--- src/rtl/outcome_pkg.sv ---
// Shared codes for the N x N outcome scanner:
// cell, outcome, direction and FSM state encodings.
package outcome_pkg;

  typedef enum logic [1:0] {
    EMPTY   = 2'd0,
    P1      = 2'd1,
    P2      = 2'd2,
    INVALID = 2'd3
  } cell_t;

  typedef enum logic [1:0] {
    IN_PROGRESS = 2'd0,
    P1_WIN      = 2'd1,
    P1_LOSE     = 2'd2,
    TIE         = 2'd3
  } outcome_t;

  typedef enum logic [1:0] {
    DIR_H = 2'd0,
    DIR_V = 2'd1,
    DIR_D = 2'd2,
    DIR_A = 2'd3
  } dir_t;

  typedef enum logic [1:0] {
    S_IDLE = 2'd0,
    S_SCAN = 2'd1,
    S_DONE = 2'd2
  } state_t;

endpackage

--- src/rtl/outcome_scanner_if.sv ---
// Start/done bundle between game control (master)
// and the outcome scanner (slave).
interface outcome_scanner_if
  import outcome_pkg::*;
#(
  parameter int N = 3
);
  localparam int RW = $clog2(N);

  logic              start;
  logic [2*N*N-1:0]  board;
  logic              busy;
  logic              done;
  outcome_t          outcome;
  logic [RW-1:0]     win_row;
  logic [RW-1:0]     win_col;
  dir_t              win_dir;

  modport master (
    output start, board,
    input  busy, done, outcome,
    input  win_row, win_col, win_dir
  );

  modport slave (
    input  start, board,
    output busy, done, outcome,
    output win_row, win_col, win_dir
  );
endinterface

--- src/rtl/outcome_scanner_line_check.sv ---
// Checks one K-long line from anchor (r,c) in one
// direction: on-board validity and same-player run.
module line_check
  import outcome_pkg::*;
#(
  parameter int N = 3,
  parameter int K = 3
) (
  input  logic [2*N*N-1:0]    snap,
  input  logic [$clog2(N)-1:0] r,
  input  logic [$clog2(N)-1:0] c,
  input  dir_t                dir,
  output logic                valid,
  output logic                win,
  output cell_t               player
);
  int   dr;
  int   dc;
  int   er;
  int   ec;
  int   idx;
  logic same;

  // walk K cells from the anchor and compare to it
  always_comb begin
    dr     = 0;
    dc     = 1;
    er     = 0;
    ec     = 0;
    idx    = 0;
    same   = 1'b0;
    player = EMPTY;
    unique case (dir)
      DIR_H: begin dr = 0; dc = 1;  end
      DIR_V: begin dr = 1; dc = 0;  end
      DIR_D: begin dr = 1; dc = 1;  end
      DIR_A: begin dr = 1; dc = -1; end
    endcase
    er    = int'(r) + (K - 1) * dr;
    ec    = int'(c) + (K - 1) * dc;
    valid = (int'(r) < N) && (int'(c) < N) &&
            (er < N) && (ec >= 0) && (ec < N);
    if (valid) begin
      idx    = int'(r) * N + int'(c);
      player = cell_t'(snap[2*idx +: 2]);
      same   = 1'b1;
      for (int k = 1; k < K; k++) begin
        idx = (int'(r) + k * dr) * N + int'(c) + k * dc;
        if (snap[2*idx +: 2] != player)
          same = 1'b0;
      end
    end
    win = same && (player == P1 || player == P2);
  end
endmodule

--- src/rtl/outcome_scanner.sv ---
// N x N K-in-a-row evaluator: snapshots the board on
// start and scans one anchor per clock until a win or the end.
module outcome_scanner
  import outcome_pkg::*;
#(
  parameter int N = 3,
  parameter int K = 3
) (
  input logic          clk,
  input logic          rst,
  outcome_scanner_if.slave bus
);
  localparam int RW = $clog2(N);
  localparam int IW = $clog2(N*N);
  localparam int EW = $clog2(N*N+1);
  localparam int BW = 2*N*N;

  state_t          state_q, state_d;
  logic [BW-1:0]   snap_q, snap_d;
  logic [IW-1:0]   idx_q, idx_d;
  logic [EW-1:0]   empty_q, empty_d;
  outcome_t        out_q, out_d;
  logic [RW-1:0]   row_q, row_d;
  logic [RW-1:0]   col_q, col_d;
  dir_t            dir_q, dir_d;

  logic [RW-1:0]   r_w;
  logic [RW-1:0]   c_w;
  logic [3:0]      lc_valid;
  logic [3:0]      lc_win;
  cell_t           lc_player [4];
  logic            hit;
  dir_t            hit_dir;
  cell_t           hit_player;
  logic            anchor_empty;
  logic            last;

  assign r_w = RW'(idx_q / IW'(N));
  assign c_w = RW'(idx_q % IW'(N));

  for (genvar d = 0; d < 4; d++) begin : g_lc
    line_check #(.N(N), .K(K)) u_lc (
      .snap   (snap_q),
      .r      (r_w),
      .c      (c_w),
      .dir    (dir_t'(d)),
      .valid  (lc_valid[d]),
      .win    (lc_win[d]),
      .player (lc_player[d])
    );
  end

  // first winning direction in H, V, D, A order
  always_comb begin
    hit        = 1'b0;
    hit_dir    = DIR_H;
    hit_player = EMPTY;
    for (int d = 0; d < 4; d++) begin
      if (!hit && lc_valid[d] && lc_win[d]) begin
        hit        = 1'b1;
        hit_dir    = dir_t'(2'(d));
        hit_player = lc_player[d];
      end
    end
  end

  assign anchor_empty = (snap_q[2*int'(idx_q) +: 2] == EMPTY);
  assign last         = (idx_q == IW'(N*N-1));

  // next state, scan counters and result latching
  always_comb begin
    state_d = state_q;
    snap_d  = snap_q;
    idx_d   = idx_q;
    empty_d = empty_q;
    out_d   = out_q;
    row_d   = row_q;
    col_d   = col_q;
    dir_d   = dir_q;
    unique case (state_q)
      S_IDLE: begin
        if (bus.start) begin
          snap_d  = bus.board;
          idx_d   = '0;
          empty_d = '0;
          state_d = S_SCAN;
        end
      end
      S_SCAN: begin
        if (hit) begin
          out_d   = (hit_player == P1) ? P1_WIN : P1_LOSE;
          row_d   = r_w;
          col_d   = c_w;
          dir_d   = hit_dir;
          state_d = S_DONE;
        end else begin
          empty_d = empty_q + EW'(anchor_empty);
          if (last) begin
            out_d   = (empty_d == '0) ? TIE : IN_PROGRESS;
            row_d   = '0;
            col_d   = '0;
            dir_d   = DIR_H;
            state_d = S_DONE;
          end else begin
            idx_d = idx_q + IW'(1);
          end
        end
      end
      S_DONE:  state_d = S_IDLE;
      default: state_d = S_IDLE;
    endcase
  end

  // state and result registers, async active-low reset
  always_ff @(posedge clk or negedge rst) begin
    if (!rst) begin
      state_q <= S_IDLE;
      snap_q  <= '0;
      idx_q   <= '0;
      empty_q <= '0;
      out_q   <= IN_PROGRESS;
      row_q   <= '0;
      col_q   <= '0;
      dir_q   <= DIR_H;
    end else begin
      state_q <= state_d;
      snap_q  <= snap_d;
      idx_q   <= idx_d;
      empty_q <= empty_d;
      out_q   <= out_d;
      row_q   <= row_d;
      col_q   <= col_d;
      dir_q   <= dir_d;
    end
  end

  assign bus.busy    = (state_q != S_IDLE);
  assign bus.done    = (state_q == S_DONE);
  assign bus.outcome = out_q;
  assign bus.win_row = row_q;
  assign bus.win_col = col_q;
  assign bus.win_dir = dir_q;
endmodule

--- src/flat_wrapper.sv ---
// flat-port wrapper written by rule: the top's interface ports become plain ports
module outcome_scanner_flat import outcome_pkg::*;
#(
  parameter int N = 3,
  parameter int K = 3
)
  (clk, rst, bus_start, bus_board, bus_busy, bus_done, bus_outcome, bus_win_row, bus_win_col, bus_win_dir);
  outcome_scanner_if #(.N(N)) bus_i ();
  input logic clk;
  input logic rst;
  input wire logic [$bits(bus_i.start)-1:0] bus_start;
  input wire logic [$bits(bus_i.board)-1:0] bus_board;
  output wire logic [$bits(bus_i.busy)-1:0] bus_busy;
  output wire logic [$bits(bus_i.done)-1:0] bus_done;
  output wire logic [$bits(bus_i.outcome)-1:0] bus_outcome;
  output wire logic [$bits(bus_i.win_row)-1:0] bus_win_row;
  output wire logic [$bits(bus_i.win_col)-1:0] bus_win_col;
  output wire logic [$bits(bus_i.win_dir)-1:0] bus_win_dir;
  assign bus_i.start = bus_start;
  assign bus_i.board = bus_board;
  assign bus_busy = bus_i.busy;
  assign bus_done = bus_i.done;
  assign bus_outcome = bus_i.outcome;
  assign bus_win_row = bus_i.win_row;
  assign bus_win_col = bus_i.win_col;
  assign bus_win_dir = bus_i.win_dir;
  outcome_scanner #(.N(N), .K(K)) u_core (.clk(clk), .rst(rst), .bus(bus_i));
endmodule
--- config.mk ---
export PLATFORM = sky130hd
export DESIGN_NAME = outcome_scanner_flat
export DESIGN_NICKNAME = d
export VERILOG_FILES = /design/src/rtl/outcome_pkg.sv /design/src/rtl/outcome_scanner_if.sv /design/src/rtl/outcome_scanner_line_check.sv /design/src/rtl/outcome_scanner.sv /design/src/flat_wrapper.sv
export SDC_FILE = /design/constraint.sdc
export NUM_CORES = 1
export LEC_CHECK = 0
export ABC_AREA = 1
export BUFFER_PORTS_ARGS = -buffer_cell sky130_fd_sc_hd__buf_2
export CORE_MARGIN = 2
export CORE_UTILIZATION = 40
export DETAILED_ROUTE_END_ITERATION = 8
export GPL_TIMING_DRIVEN = 0
export PLACE_DENSITY = 0.53
export SLEW_MARGIN = 40
export SYNTH_ARGS = -nofsm -noshare
export SYNTH_HDL_FRONTEND = slang
export SYNTH_HIERARCHICAL = 1
export SYNTH_SLANG_ARGS = --single-unit
--- constraint.sdc ---
create_clock -name clk -period 11.16 [get_ports clk]
set_clock_uncertainty 0.1 [all_clocks]
set_input_delay 0.558 -clock clk [delete_from_list [all_inputs] [get_ports clk]]
set_output_delay 0.558 -clock clk [all_outputs]
set_load 0.02 [all_outputs]
# Word-level counts from Yosys, hierarchy flattened
# Cells that the tools add are included.
dict set report totals {
  mem_bits_rw 0
  romBits 0
  out_inout_bits 10
  word_cells 155
  n_memories 0
  in_bits 21
  regBits 36
  latchBits 0
}
dict set report op_classes {
  reduce_logical 40
  n_eq_ne 24
  addsub 15
  bitwise 0
  muxes 45
  div 2
  n_lt_le_gt_ge 8
  mul 3
  shifts 10
}
# cell n
set ops {}
lappend ops {{18-bit by 32-bit variable part select with 2-bit output} 6}
lappend ops {{31-bit by 2-bit adder with 31-bit output, second input constant} 3}
lappend ops {{18-bit by 8-bit variable part select with 2-bit output} 3}
lappend ops {{2-bit two-way mux} 21}
lappend ops {{32-bit by 3-bit < comparator with 1-bit output, second input constant} 1}
lappend ops {{31-bit by 1-bit adder with 31-bit output, second input constant} 1}
lappend ops {{31-bit by 3-bit adder with 31-bit output, second input constant} 1}
lappend ops {{1-bit logical AND} 22}
lappend ops {{18-bit by 6-bit variable part select with 2-bit output} 1}
lappend ops {{1-bit two-way mux} 17}
lappend ops {{4-bit two-way mux} 4}
lappend ops {{2-bit != test} 8}
lappend ops {{4-bit one-hot mux with 2 select lines} 2}
lappend ops {{5-bit by 2-bit adder with 6-bit output} 2}
lappend ops {{2-bit by 1-bit == test with 1-bit output, second input constant} 6}
lappend ops {{2-bit == test, second input constant} 5}
lappend ops {{3-bit by 2-bit multiplier with 5-bit output, second input constant} 2}
lappend ops {{2-bit by 2-bit adder with 3-bit output, second input constant} 2}
lappend ops {{5-bit by 2-bit adder with 6-bit output, second input constant} 1}
lappend ops {{2-bit != test, second input constant} 3}
lappend ops {{2-bit AND reduction} 3}
lappend ops {{2-bit nonzero test} 3}
lappend ops {{4-bit by 2-bit adder with 5-bit output} 1}
lappend ops {{3-bit by 2-bit adder with 4-bit output, second input constant} 1}
lappend ops {{21 further kinds} 28}

# Depth between registers and ports, before layout
# Gate-level depths: netlist of the first run.
dict set report depth {
  word_depth 27
  mapped_depth 45
}

# By module
# Netlist of the first run, hierarchy kept.
# mod cells_per_inst area_each_um2 seq_area_each_um2 n_inst
set by_module_without_submodules {}
lappend by_module_without_submodules {{line_check at u_core.g_lc[2].u_lc ...} 278 1559.0 0.0 2}
lappend by_module_without_submodules {{line_check at u_core.g_lc[0].u_lc ...} 267 1545.2 0.0 2}
lappend by_module_without_submodules {outcome_scanner 213 1916.8 900.9 1}

# Least setup slack after synthesis of the first run
# Ideal clock, no wire load.
dict set report synth_path {
  path_type {register to register}
  from {register u_core.idx_q[0]}
  to {register u_core.out_q[0] (netlist: u_core/bus.outcome[0])}
  required_time_ps 10935
  period_less_slack_ps 6224
  setup_ps 125
  slack_ps 4936
  arrival_ps 5999
  path_buffers 0
  stages_incl_launch_ff 37
  path_cell_list {dfrtp_1 inv_1 ha_1 inv_1 o21ai_4 nand2_1 nand2_1 inv_1 ha_1 inv_1 nand2_2 nand2_1 and2_1 fa_1 ha_1 inv_1 fa_1 inv_1 nor2_1 nand2_1 nor2_1 a21oi_1 inv_2 nand2_1 nand2_1 nor2_1 nand3_1 nor2_1 nand2_2 nand2_1 inv_2 nand2_2 nand3_1 nand2_2 inv_2 nor2_1 a21oi_1}
}
dict set report synth_between {
  elab_chain_len 27
  word_cells_on_any_way 116
}
# element line
set synth_lines {}
lappend synth_lines {{start: declaration} outcome_scanner.sv:20} ;# logic [IW-1:0] idx_q, idx_d;
lappend synth_lines {{start signal: assignment} outcome_scanner.sv:128} ;# idx_q <= idx_d;
lappend synth_lines {{4-bit by 2-bit divider with 4-bit output *} outcome_scanner.sv:38} ;# assign r_w = RW'(idx_q / IW'(N));
lappend synth_lines {{via u_core.r_w[1]} outcome_scanner.sv:27} ;# logic [RW-1:0] r_w;
lappend synth_lines {{2-bit by 2-bit multiplier with 4-bit output / 2-bit < comparator (equally long branches)} --}
lappend synth_lines {{4-bit by 2-bit adder with 5-bit output / 1-bit logical AND (equally long branches)} {outcome_scanner_line_check.sv:44, outcome_scanner_line_check.sv:48, outcome_scanner_line_check.sv:41}}
lappend synth_lines {{31-bit by 2-bit adder with 31-bit output / 1-bit logical AND (equally long branches)} {outcome_scanner_line_check.sv:48, outcome_scanner_line_check.sv:41}}
lappend synth_lines {{18-bit by 32-bit variable part select with 2-bit output / 1-bit logical AND (equally long branches)} {outcome_scanner_line_check.sv:49, outcome_scanner_line_check.sv:42}}
lappend synth_lines {{2-bit != test / 1-bit logical AND (equally long branches)} {outcome_scanner_line_check.sv:49, outcome_scanner_line_check.sv:42}}
lappend synth_lines {{1-bit two-way mux / 2-bit two-way mux (equally long branches)} {outcome_scanner_line_check.sv:49, outcome_scanner_line_check.sv:43}}
lappend synth_lines {{[... 3 more ...]} --}
lappend synth_lines {{via u_core.lc_win[0]} outcome_scanner.sv:30} ;# logic [3:0] lc_win;
lappend synth_lines {{[... 7 more ...]} --}
lappend synth_lines {{1-bit logical AND (2 in a row)} outcome_scanner.sv:59} ;# if (!hit && lc_valid[d] && lc_win[d]) begin
lappend synth_lines {{1-bit two-way mux} outcome_scanner.sv:59}
lappend synth_lines {{1-bit zero test} outcome_scanner.sv:59}
lappend synth_lines {{1-bit logical AND (2 in a row)} outcome_scanner.sv:59}
lappend synth_lines {{2-bit two-way mux} outcome_scanner.sv:59}
lappend synth_lines {{2-bit by 1-bit == test with 1-bit output} outcome_scanner.sv:91} ;# out_d = (hit_player == P1) ? P1_WIN : P1_LOSE;
lappend synth_lines {{2-bit two-way mux} outcome_scanner.sv:91}
lappend synth_lines {{2-bit two-way mux} outcome_scanner.sv:90} ;# if (hit) begin
lappend synth_lines {{end signal: assignment} outcome_scanner.sv:130} ;# out_q <= out_d;
lappend synth_lines {{end: declaration} outcome_scanner.sv:22} ;# outcome_t out_q, out_d;
# The timed path passes the listed nets; every way through them passes the cells marked *. The select of a mux whose other input is x is not followed.
# A chain may end at the register's enable or synchronous reset.

# Worst setup path in the final report of the first run
dict set report layout_path {
  from {register u_core.idx_q[0]}
  to {register u_core.out_q[1] (netlist: u_core/bus.outcome[1])}
}
dict set report layout_between {
  word_cells_on_any_way 116
}
# element line
set layout_lines {}
lappend layout_lines {{4-bit by 2-bit divider with 4-bit output *} outcome_scanner.sv:38}
lappend layout_lines {{via u_core.r_w[1]} outcome_scanner.sv:27}
lappend layout_lines {{2-bit by 1-bit adder with 3-bit output} outcome_scanner_line_check.sv:48} ;# idx = (int'(r) + k * dr) * N + int'(c) + k * dc;
lappend layout_lines {{3-bit by 2-bit multiplier with 5-bit output} outcome_scanner_line_check.sv:48}
lappend layout_lines {{5-bit by 2-bit adder with 6-bit output} outcome_scanner_line_check.sv:48}
lappend layout_lines {{31-bit by 2-bit adder with 31-bit output} outcome_scanner_line_check.sv:48}
lappend layout_lines {{18-bit by 32-bit variable part select with 2-bit output} outcome_scanner_line_check.sv:49} ;# if (snap[2*idx +: 2] != player)
lappend layout_lines {{2-bit != test} outcome_scanner_line_check.sv:49}
lappend layout_lines {{[... 4 more ...]} --}
lappend layout_lines {{via u_core.lc_win[2]} outcome_scanner.sv:30}
lappend layout_lines {{1-bit logical AND *} outcome_scanner.sv:59}
lappend layout_lines {{1-bit two-way mux} outcome_scanner.sv:59}
lappend layout_lines {{1-bit zero test} outcome_scanner.sv:59}
lappend layout_lines {{1-bit logical AND (2 in a row)} outcome_scanner.sv:59}
lappend layout_lines {{2-bit two-way mux} outcome_scanner.sv:59}
lappend layout_lines {{2-bit by 1-bit == test with 1-bit output} outcome_scanner.sv:91}
lappend layout_lines {{2-bit two-way mux} outcome_scanner.sv:91}
lappend layout_lines {{2-bit two-way mux} outcome_scanner.sv:90}
# Marks and branches as above.

==> results of run 1 <==
[area by class of cell]
type	count	share of cell area
Buffer	10	0.00897
Clock buffer	5	0.0140
Clock inverter	3	0.00266
Inverter	251	0.107
Multi-Input combinational cell	1040	0.708
Sequential cell	36	0.101
Tap cell	270	0.0378
Timing Repair Buffer	32	0.0200
[layer usage]
layer | vias up | GRT usage | wire, µm
met4 | 0 | 0.0228 | 180
met3 | 17 | 0.0175 | 1010
met5 | - | 0 | 0
met2 | 188 | 0.379 | 10900
met1 | 3735 | 0.306 | 11100
li1 | 4247 | - | -
[placed cells by master, fill, tap and decap left out, types with 2 or more instances in the layout]
cell	synthesis	layout
a21o_1	4	4
a21oi_1	32	32
a21oi_2	6	6
buf_2	4	33
buf_4	2	3
buf_6	4	5
clkbuf_16	0	5
clkinv_4	2	3
clkinvlp_4	0	2
conb_1	2	36
dfrtp_1	36	36
fa_1	40	40
ha_1	92	92
inv_1	236	236
inv_2	11	11
inv_4	2	2
mux2_2	18	18
nand2_1	345	345
nand2_2	32	31
nand2_4	6	7
nand3_1	224	224
nand3_2	2	2
nand3b_1	6	6
nand4_1	18	18
nor2_1	88	88
nor2_2	4	4
nor3_1	10	10
nor3b_1	2	2
o21a_1	2	2
o21ai_0	40	40
o21ai_1	2	2
o21ai_2	2	2
or2_2	4	4
xnor2_1	8	8
xor2_1	13	13
[sequential cells by signal, summed over array words and instances (netlist names)]
signal              cells
u_core/snap_q          18
u_core/empty_q          4
u_core/idx_q            4
u_core/bus.outcome      2
u_core/bus.win_col      2
u_core/bus.win_dir      2
u_core/bus.win_row      2
u_core/state_q          2
[worst max-delay path: cells and delay by family, from the launching register on]
| kind | cells | cell delay [ns] |
|---|---|---|
| buf+inv | 12 | 1.52 |
| flops | 1 | 0.47 |
| simple gates | 24 | 2.67 |
| compound gates | 2 | 0.51 |
| fa+ha+maj | 4 | 1.54 |
[kinds of logic (layout without fill, tap and decap cells)]
family,count (synthesis),after routing,share of synthesized area
compound gates,91,91,0.0650
xor+xnor,21,21,0.0226
fa+ha+maj,132,132,0.240
buf+inv,261,301,0.128
flops,36,36,0.111
mux,18,18,0.0249
other cells,2,36,0.000924
simple gates,742,742,0.408
[per-stage QoR]
stage	instance area, µm²	util
CTS	8930	0.444
global placement	8740	0.435
finish	8930	0.444
global route	8930	0.444
detailed placement	8780	0.437
floorplan	8250	-
[worst min path at each step]
stage	end	slack, ns	cells after the start
6_report	u_core/bus.win_col[1]$_DFFE_PN0P_	0.13	1
5_1_grt	u_core/state_q[0]$_DFFE_PN0P_	0.18	1
4_1_cts	u_core/state_q[0]$_DFFE_PN0P_	0.16	1
3_5_place_dp	u_core/bus.win_col[1]$_DFFE_PN0P_	0.36	2
3_3_place_gp	u_core/bus.win_col[1]$_DFFE_PN0P_	0.37	2
2_1_floorplan	u_core/bus.outcome[0]$_DFFE_PN0P_	0.16	0
==> impl_metrics.tcl, run 1 <==
set metrics [dict create \
    ys.flop_type "dfrtp_1" \
    grt_pass1_vias 7416 \
    async_flop_share 1.00 \
    slew_headroom 0.544 \
    critPathLaunch "u_core/idx_q[0]$_DFFE_PN0P_" \
    fin_crit_sh 0.622 \
    ys_warn_count 6 \
    reg2reg_to "u_core/bus.outcome[1]$_DFFE_PN0P_" \
    routabilityCongestion 0.923 \
    drive_gt1_frac 0.103 \
    cts_resized 0 \
    finalHoldViolCount 0 \
    cp_max_fo 30 \
    dieHeight_um 147 \
    vias 8187 \
    period_needed_ns 6.94 \
    clkLatencyLatePin_ns 0.29 \
    worst_pin_slew_ns 0.684 \
    multiInputGateArea_um2 6320 \
    post_cts.repair.setup_buffers 0 \
    stdcell_count 1647 \
    ys_ff_latch 36 \
    hold_ws_ns 0.131 \
    drt_iter0_markers 561 \
    wl_um 23200 \
    rows 52 \
    yosysSeqAreaShare 0.111 \
    worstPathRequired_ns 11.27 \
    grt_antenna_before_repair 0 \
    setup.worst_path.end "u_core/bus.outcome[1]$_DFFE_PN0P_" \
    first_pass_iters 5 \
    rsz0062_at_grt "no" \
    slowest_stage "fa_1" \
    antenna_left 0 \
    endpoint_kind "register" \
    cts_hold_buf 0 \
    cts_tree "done" \
    dp_slack_ns 4.19 \
    synth_edf_count 0 \
    die_area_um2 21500 \
    crit_type "register to register" \
    max_freq_mhz 144 \
    critPathMaxStageDelay_ns 0.64 \
    startpoint_type "register" \
    syn_inst 1303 \
    cts_root_buf "clkbuf_16" \
    grt-ovfl-total 0 \
    area_growth_pct 9.86 \
    port_buffers 30 \
    finalNetCount 1529 \
    yosysMostFrequentCell "nand2_1" \
    setup_viol 0 \
    clk_pin_slew_ns 0.07 \
    cts_sinks 36 \
    antenna_cells 0 \
    critPathMostFrequentCell "nand2_1" \
    core_area_um2 20100 \
    status "finished clean" \
    dp_cells 1639 \
    synth.largest_area_cell "nand2_1" \
    finalWorstSetupSlack_ns 4.22 \
    reg2reg_depth 42 \
    max-clock-path-buffers 2 \
    synth_commonest_cells "nand2_1 (345), inv_1 (236), nand3_1 (224)" \
    ys_top_cells_by_area "nand2_1 (16%), ha_1 (14%), nand3_1 (14%), dfrtp_1 (11%), inv_1 (11%)" \
    route.detailed.drc 0 \
    synth_top_area_share 0.159 \
    drv_cap 0 \
    io-pin-count 31 \
    die_w_um 147 \
    worstPathArrival_ns 7.05 \
    dp.final_hpwl_um 17500 \
    maxSlewViolCount 0 \
    synthesis.area_um2 8130 \
    r2r_start "u_core/idx_q[0]$_DFFE_PN0P_" \
    grt_max_degree 37 \
    synth.distinct_cells 37 \
    num-fill-cells 2180 \
    cts_buffers 5 \
    track_usage 0.218 \
    grt_pass1_wl_um 38200 \
    syn_avg_cell_area_um2 6.24 \
    htreeDepth 2 \
    seq_area_um2 901 \
    fin_setup_tns_ns 0 \
    avgViaCountPerCell 4.97 \
    wl_per_cell_um 14.1 \
    r2r_setup_slack_ns 4.22 \
    start_util 0.404 \
    hold_class "input port to asynchronous set/reset pin" \
]
Power of run 1 is left out: the tool's default activity adds up to more than one toggle a clock period on the data nets, which glitch-free logic cannot reach.
==> run 2: changes to the inputs <==
--- a/config.mk
+++ b/config.mk
@@ -11,7 +11,7 @@
 export CORE_UTILIZATION = 40
 export DETAILED_ROUTE_END_ITERATION = 8
 export GPL_TIMING_DRIVEN = 0
-export PLACE_DENSITY = 0.53
+export PLACE_DENSITY = 0.55
 export SLEW_MARGIN = 40
 export SYNTH_ARGS = -nofsm -noshare
 export SYNTH_HDL_FRONTEND = slang
==> constraint.sdc (replaced) <==
create_clock -name clk -period 6.34 [get_ports clk]
set_clock_uncertainty 0.1 [all_clocks]
set_input_delay 0.317 -clock clk [delete_from_list [all_inputs] [get_ports clk]]
set_output_delay 0.317 -clock clk [all_outputs]
set_load 0.02 [all_outputs]
==> impl_metrics.tcl, run 2 (synthesis results as in run 1) <==
set metrics [dict create \
    crit_type "register to register" \
    status "finished clean" \
    grt_max_degree 37 \
    drv_cap 0 \
    wl_per_cell_um 14.6 \
    track_usage 0.221 \
    route.detailed.drc 0 \
    first_pass_iters 5 \
    avgViaCountPerCell 5.02 \
    endpoint_kind "register" \
    num-fill-cells 2168 \
    startpoint_type "register" \
    fin_area_um2 9210 \
    grt_pass1_vias 7584 \
    cts_buffers 5 \
    vias 8384 \
    antenna_cells 0 \
    worstPathArrival_ns 5.97 \
    port_buffers 30 \
    worstPathRequired_ns 6.41 \
    grt_pass1_wl_um 38400 \
    antenna_left 0 \
    setup_viol 0 \
    drive_gt1_frac 0.128 \
    cts_tree "done" \
    dieHeight_um 147 \
    drt_iter0_markers 617 \
    max_freq_mhz 170 \
    cp_max_fo 13 \
    cts_root_buf "clkbuf_16" \
    post_dp_cell_area_um2 8770 \
    rows 52 \
    fin_crit_sh 0.930 \
    area_growth_pct 13.3 \
    wl_um 24300 \
    routabilityCongestion 0.937 \
    clkLatencyLatePin_ns 0.29 \
    period_needed_ns 5.90 \
    grt-ovfl-total 0 \
    dp.final_hpwl_um 17300 \
    worst_pin_slew_ns 0.682 \
    core_area_um2 20100 \
    clk_pin_slew_ns 0.07 \
    critPathMaxStageDelay_ns 0.53 \
    io-pin-count 31 \
    critPathMostFrequentCell "nand2_2" \
    die_w_um 147 \
    largest_reg_flops 18 \
    slew_headroom 0.545 \
    layout_common_cells "nand2_1 (343), inv_1 (233), nand3_1 (223), ha_1 (91), nor2_1 (88)" \
    cts_sinks 36 \
    start_util 0.404 \
    htreeDepth 2 \
    largest_registers "u_core/snap_q: 18 flops, u_core/empty_q: 4 flops, u_core/idx_q: 4 flops" \
    slowest_stage "fa_1" \
    finalNetCount 1551 \
    maxSlewViolCount 0 \
    max-clock-path-buffers 2 \
    grt_antenna_before_repair 0 \
    rsz0062_at_grt "no" \
    finalHoldViolCount 0 \
    hold_class "input port to register" \
    top_register "u_core/snap_q" \
    die_area_um2 21500 \
    layout_commonest_cell "nand2_1" \
]
-- run 2: cell types whose count changed in the layout (fill, tap and decap cells not counted), sizes merged --
cell,before,now
clkinvlp,2,1
nand2,383,385
clkinv,3,2
and2,1,3
buf,42,59
dlygate4sd3,0,1
bufinv,0,1
inv,249,250
-- run 2: layer usage --
metal	wire length, µm	up-vias	global-route usage
met3	1260	47	0.0222
li1	-	4311	-
met4	523	0	0.0515
met2	11100	238	0.369
met5	0	-	0
met1	11400	3788	0.310
-- run 2: critical path: cells and delay by family, from the launching register on --
kind / cells / cell delay [ns]
AND/OR/NAND/NOR: 15 / 1.77
flip-flops: 1 / 0.45
adder cells (fa/ha/maj): 6 / 2.07
buffers and inverters: 9 / 0.87
AO/OA/AOI/OAI: 5 / 0.50
-- run 2: final timing paths --
kind | startpoint | to | slack, ns | cells after the start
max | u_core/idx_q[3]$_DFFE_PN0P_ | u_core/bus.outcome[0]$_DFFE_PN0P_ | 0.44 | 35
min | bus_board[14] | u_core/snap_q[14]$_DFFE_PN0P_ | 0.15 | 2
max reg2reg | u_core/idx_q[3]$_DFFE_PN0P_ | u_core/bus.outcome[0]$_DFFE_PN0P_ | 0.44 | 35
min reg2reg | u_core/bus.win_col[1]$_DFFE_PN0P_ | u_core/bus.win_col[1]$_DFFE_PN0P_ | 0.38 | 2
max in group asynchronous | rst | u_core/idx_q[3]$_DFFE_PN0P_ | 5.32 | 2
min in group asynchronous | rst | u_core/bus.win_row[1]$_DFFE_PN0P_ | 0.44 | 2
-- run 2: area by class of cell --
class | instances | area, µm² | area share
Sequential cell | 36 | 903 | 0.0981
Multi-Input combinational cell | 1044 | 6430 | 0.698
Tap cell | 270 | 338 | 0.0367
Clock buffer | 5 | 125 | 0.0136
Timing Repair Buffer | 50 | 325 | 0.0353
Buffer | 10 | 80.1 | 0.00870
Inverter | 251 | 960 | 0.104
Clock inverter | 3 | 46.3 | 0.00503
-- run 2: what timing repair did --
| item | in CTS | in global routing |
|---|---|---|
| hold buffers | 1 | 0 |
| hold endpoints to repair | 36 | 0 |
| gates resized for setup | 2 | 23 |
| pin swaps | 2 | 4 |
| endpoints found under the setup margin | 18 | 18 |
| setup buffers | 5 | 13 |
| cloned | 1 | 3 |
-- run 2: metrics by stage --
stage               setup slack (ns)  cells  TNS (ns)  utilization  hold WS (ns)
floorplan                      0.116   1337         0            -       -0.0786
global placement               -1.96   1637    -34.01        0.435         0.370
detailed placement            -0.501   1638     -7.71        0.436         0.222
CTS                           0.0610   1653         0        0.448         0.148
global route                 0.00842   1669         0        0.458         0.154
finish                         0.444   1669         0        0.458         0.151
Power of run 2 is left out for the same reason.
==> run 3: changes to the inputs <==
--- a/config.mk
+++ b/config.mk
@@ -12,6 +12,7 @@
 export DETAILED_ROUTE_END_ITERATION = 8
 export GPL_TIMING_DRIVEN = 0
 export PLACE_DENSITY = 0.55
+export REMOVE_ABC_BUFFERS = 1
 export SLEW_MARGIN = 40
 export SYNTH_ARGS = -nofsm -noshare
 export SYNTH_HDL_FRONTEND = slang
==> impl_metrics.tcl, run 3 (synthesis results as in run 1) <==
set metrics [dict create \
    die_w_um 147 \
    vias 8282 \
    critPathMostFrequentCell "nand2_1" \
    avgViaCountPerCell 4.94 \
    startpoint_type "register" \
    finalWorstSetupSlack_ns 0.430 \
    layout_common_cells "nand2_1 (339), inv_1 (233), nand3_1 (223), nor2_1 (88), ha_1 (88)" \
    cp.depth 41 \
    rsz0062_at_grt "yes" \
    port_buffers 30 \
    maxSlewViolCount 0 \
    cts_sinks 36 \
    cts_root_buf "clkbuf_16" \
    io-pin-count 31 \
    antenna_cells 0 \
    finalHoldViolCount 0 \
    r2r_start "u_core/idx_q[3]$_DFFE_PN0P_" \
    drt_iter0_markers 660 \
    endpoint_kind "register" \
    track_usage 0.220 \
    largest_reg_flops 18 \
    fin_crit_sh 0.932 \
    grt_antenna_before_repair 0 \
    stdcell_count 1675 \
    core_area_um2 20100 \
    period_needed_ns 5.91 \
    critPathLaunch "u_core/idx_q[3]$_DFFE_PN0P_" \
    reg2reg_depth 41 \
    crit_type "register to register" \
    critPathMaxStageDelay_ns 0.66 \
    worstPathRequired_ns 6.41 \
    status "finished clean" \
    hold_class "input port to register" \
    grt-ovfl-total 0 \
    antenna_left 0 \
    drv_cap 0 \
    worst_pin_slew_ns 0.701 \
    grt_pass1_wl_um 37900 \
    fin_util 0.465 \
    routabilityCongestion 0.892 \
    cts_tree "done" \
    clk_pin_slew_ns 0.07 \
    start_util 0.404 \
    rows 52 \
    fin_area_um2 9360 \
    first_pass_iters 5 \
    finalNetCount 1557 \
    dieHeight_um 147 \
    min_path_cells 2 \
    worstHoldStart "bus_board[17]" \
    dp_cells 1628 \
    layout_commonest_cell "nand2_1" \
    num-fill-cells 2148 \
    crit_family "simple AND/OR/NAND/NOR gates" \
    top_register "u_core/snap_q" \
    cp_max_fo 8 \
    largest_registers "u_core/snap_q: 18 flops, u_core/empty_q: 4 flops, u_core/idx_q: 4 flops" \
    wl_um 24200 \
    wl_per_cell_um 14.5 \
    slew_headroom 0.533 \
    dp.final_hpwl_um 16900 \
    max_freq_mhz 169 \
    grt_max_degree 37 \
    slowest_stage "fa_2" \
    path_buf_inv 11 \
    area_growth_pct 15.2 \
    max-clock-path-buffers 2 \
    drive_gt1_frac 0.139 \
    setup_viol 0 \
    post_dp_cell_area_um2 8700 \
    route.detailed.drc 0 \
    clkLatencyLatePin_ns 0.29 \
    grt_pass1_vias 7417 \
    cts_buffers 5 \
    htreeDepth 2 \
    die_area_um2 21500 \
    dp_slack_ns -0.712 \
    worstPathArrival_ns 5.98 \
]
-- run 3: metal layers --
| layer | global-route usage | wire length [µm] | vias up |
|---|---|---|---|
| met5 | 0 | 0 | - |
| met4 | 0.0670 | 721 | 0 |
| met3 | 0.0319 | 1550 | 51 |
| met2 | 0.357 | 10700 | 211 |
| met1 | 0.305 | 11300 | 3706 |
| li1 | - | - | 4314 |
-- run 3: metrics by stage --
step	hold WS [ns]	TNS (ns)
after detailed placement	0.226	-11.77
after global routing	0.153	-0.0800
final	0.148	0
after CTS	0.147	0
after floorplan	-0.0786	0
after global placement	0.366	-32.00
-- run 3: final timing paths --
path	end	slack, ns
setup / recovery	u_core/bus.win_dir[0]$_DFFE_PN0P_	0.43
hold / removal	u_core/snap_q[17]$_DFFE_PN0P_	0.15
setup reg to reg	u_core/bus.win_dir[0]$_DFFE_PN0P_	0.43
hold reg to reg	u_core/bus.win_col[0]$_DFFE_PN0P_	0.38
max in group asynchronous	u_core/idx_q[0]$_DFFE_PN0P_	5.34
min in group asynchronous	u_core/bus.win_col[1]$_DFFE_PN0P_	0.43
-- run 3: cell type report --
type / count / area, µm² / share of cell area
clock inverter: 3 / 46.3 / 0.00495
multi-input combinational: 1044 / 6510 / 0.696
clock buffer: 5 / 125 / 0.0134
inverter: 251 / 962 / 0.103
sequential: 36 / 905 / 0.0967
timing repair buffer: 66 / 468 / 0.0500
tap: 270 / 338 / 0.0361
-- run 3: worst register-to-register path: cells and delay by family, from the launching register on --
kind	cells	cell delay [ns]
compound gates	2	0.15
fa+ha+maj	5	1.71
buf+inv	11	0.96
flops	1	0.43
simple gates	23	2.44
-- run 3: what timing repair did --
| action | 4_1_cts | 5_1_grt |
|---|---|---|
| hold endpoints to repair | 36 | 0 |
| hold buffers | 1 | 0 |
| cloned | 3 | 1 |
| resized for setup | 5 | 38 |
| buffers inserted | 5 | 29 |
| endpoints found under the setup margin | 18 | 18 |
| pin swaps | 3 | 8 |
Power of run 3 is left out for the same reason.
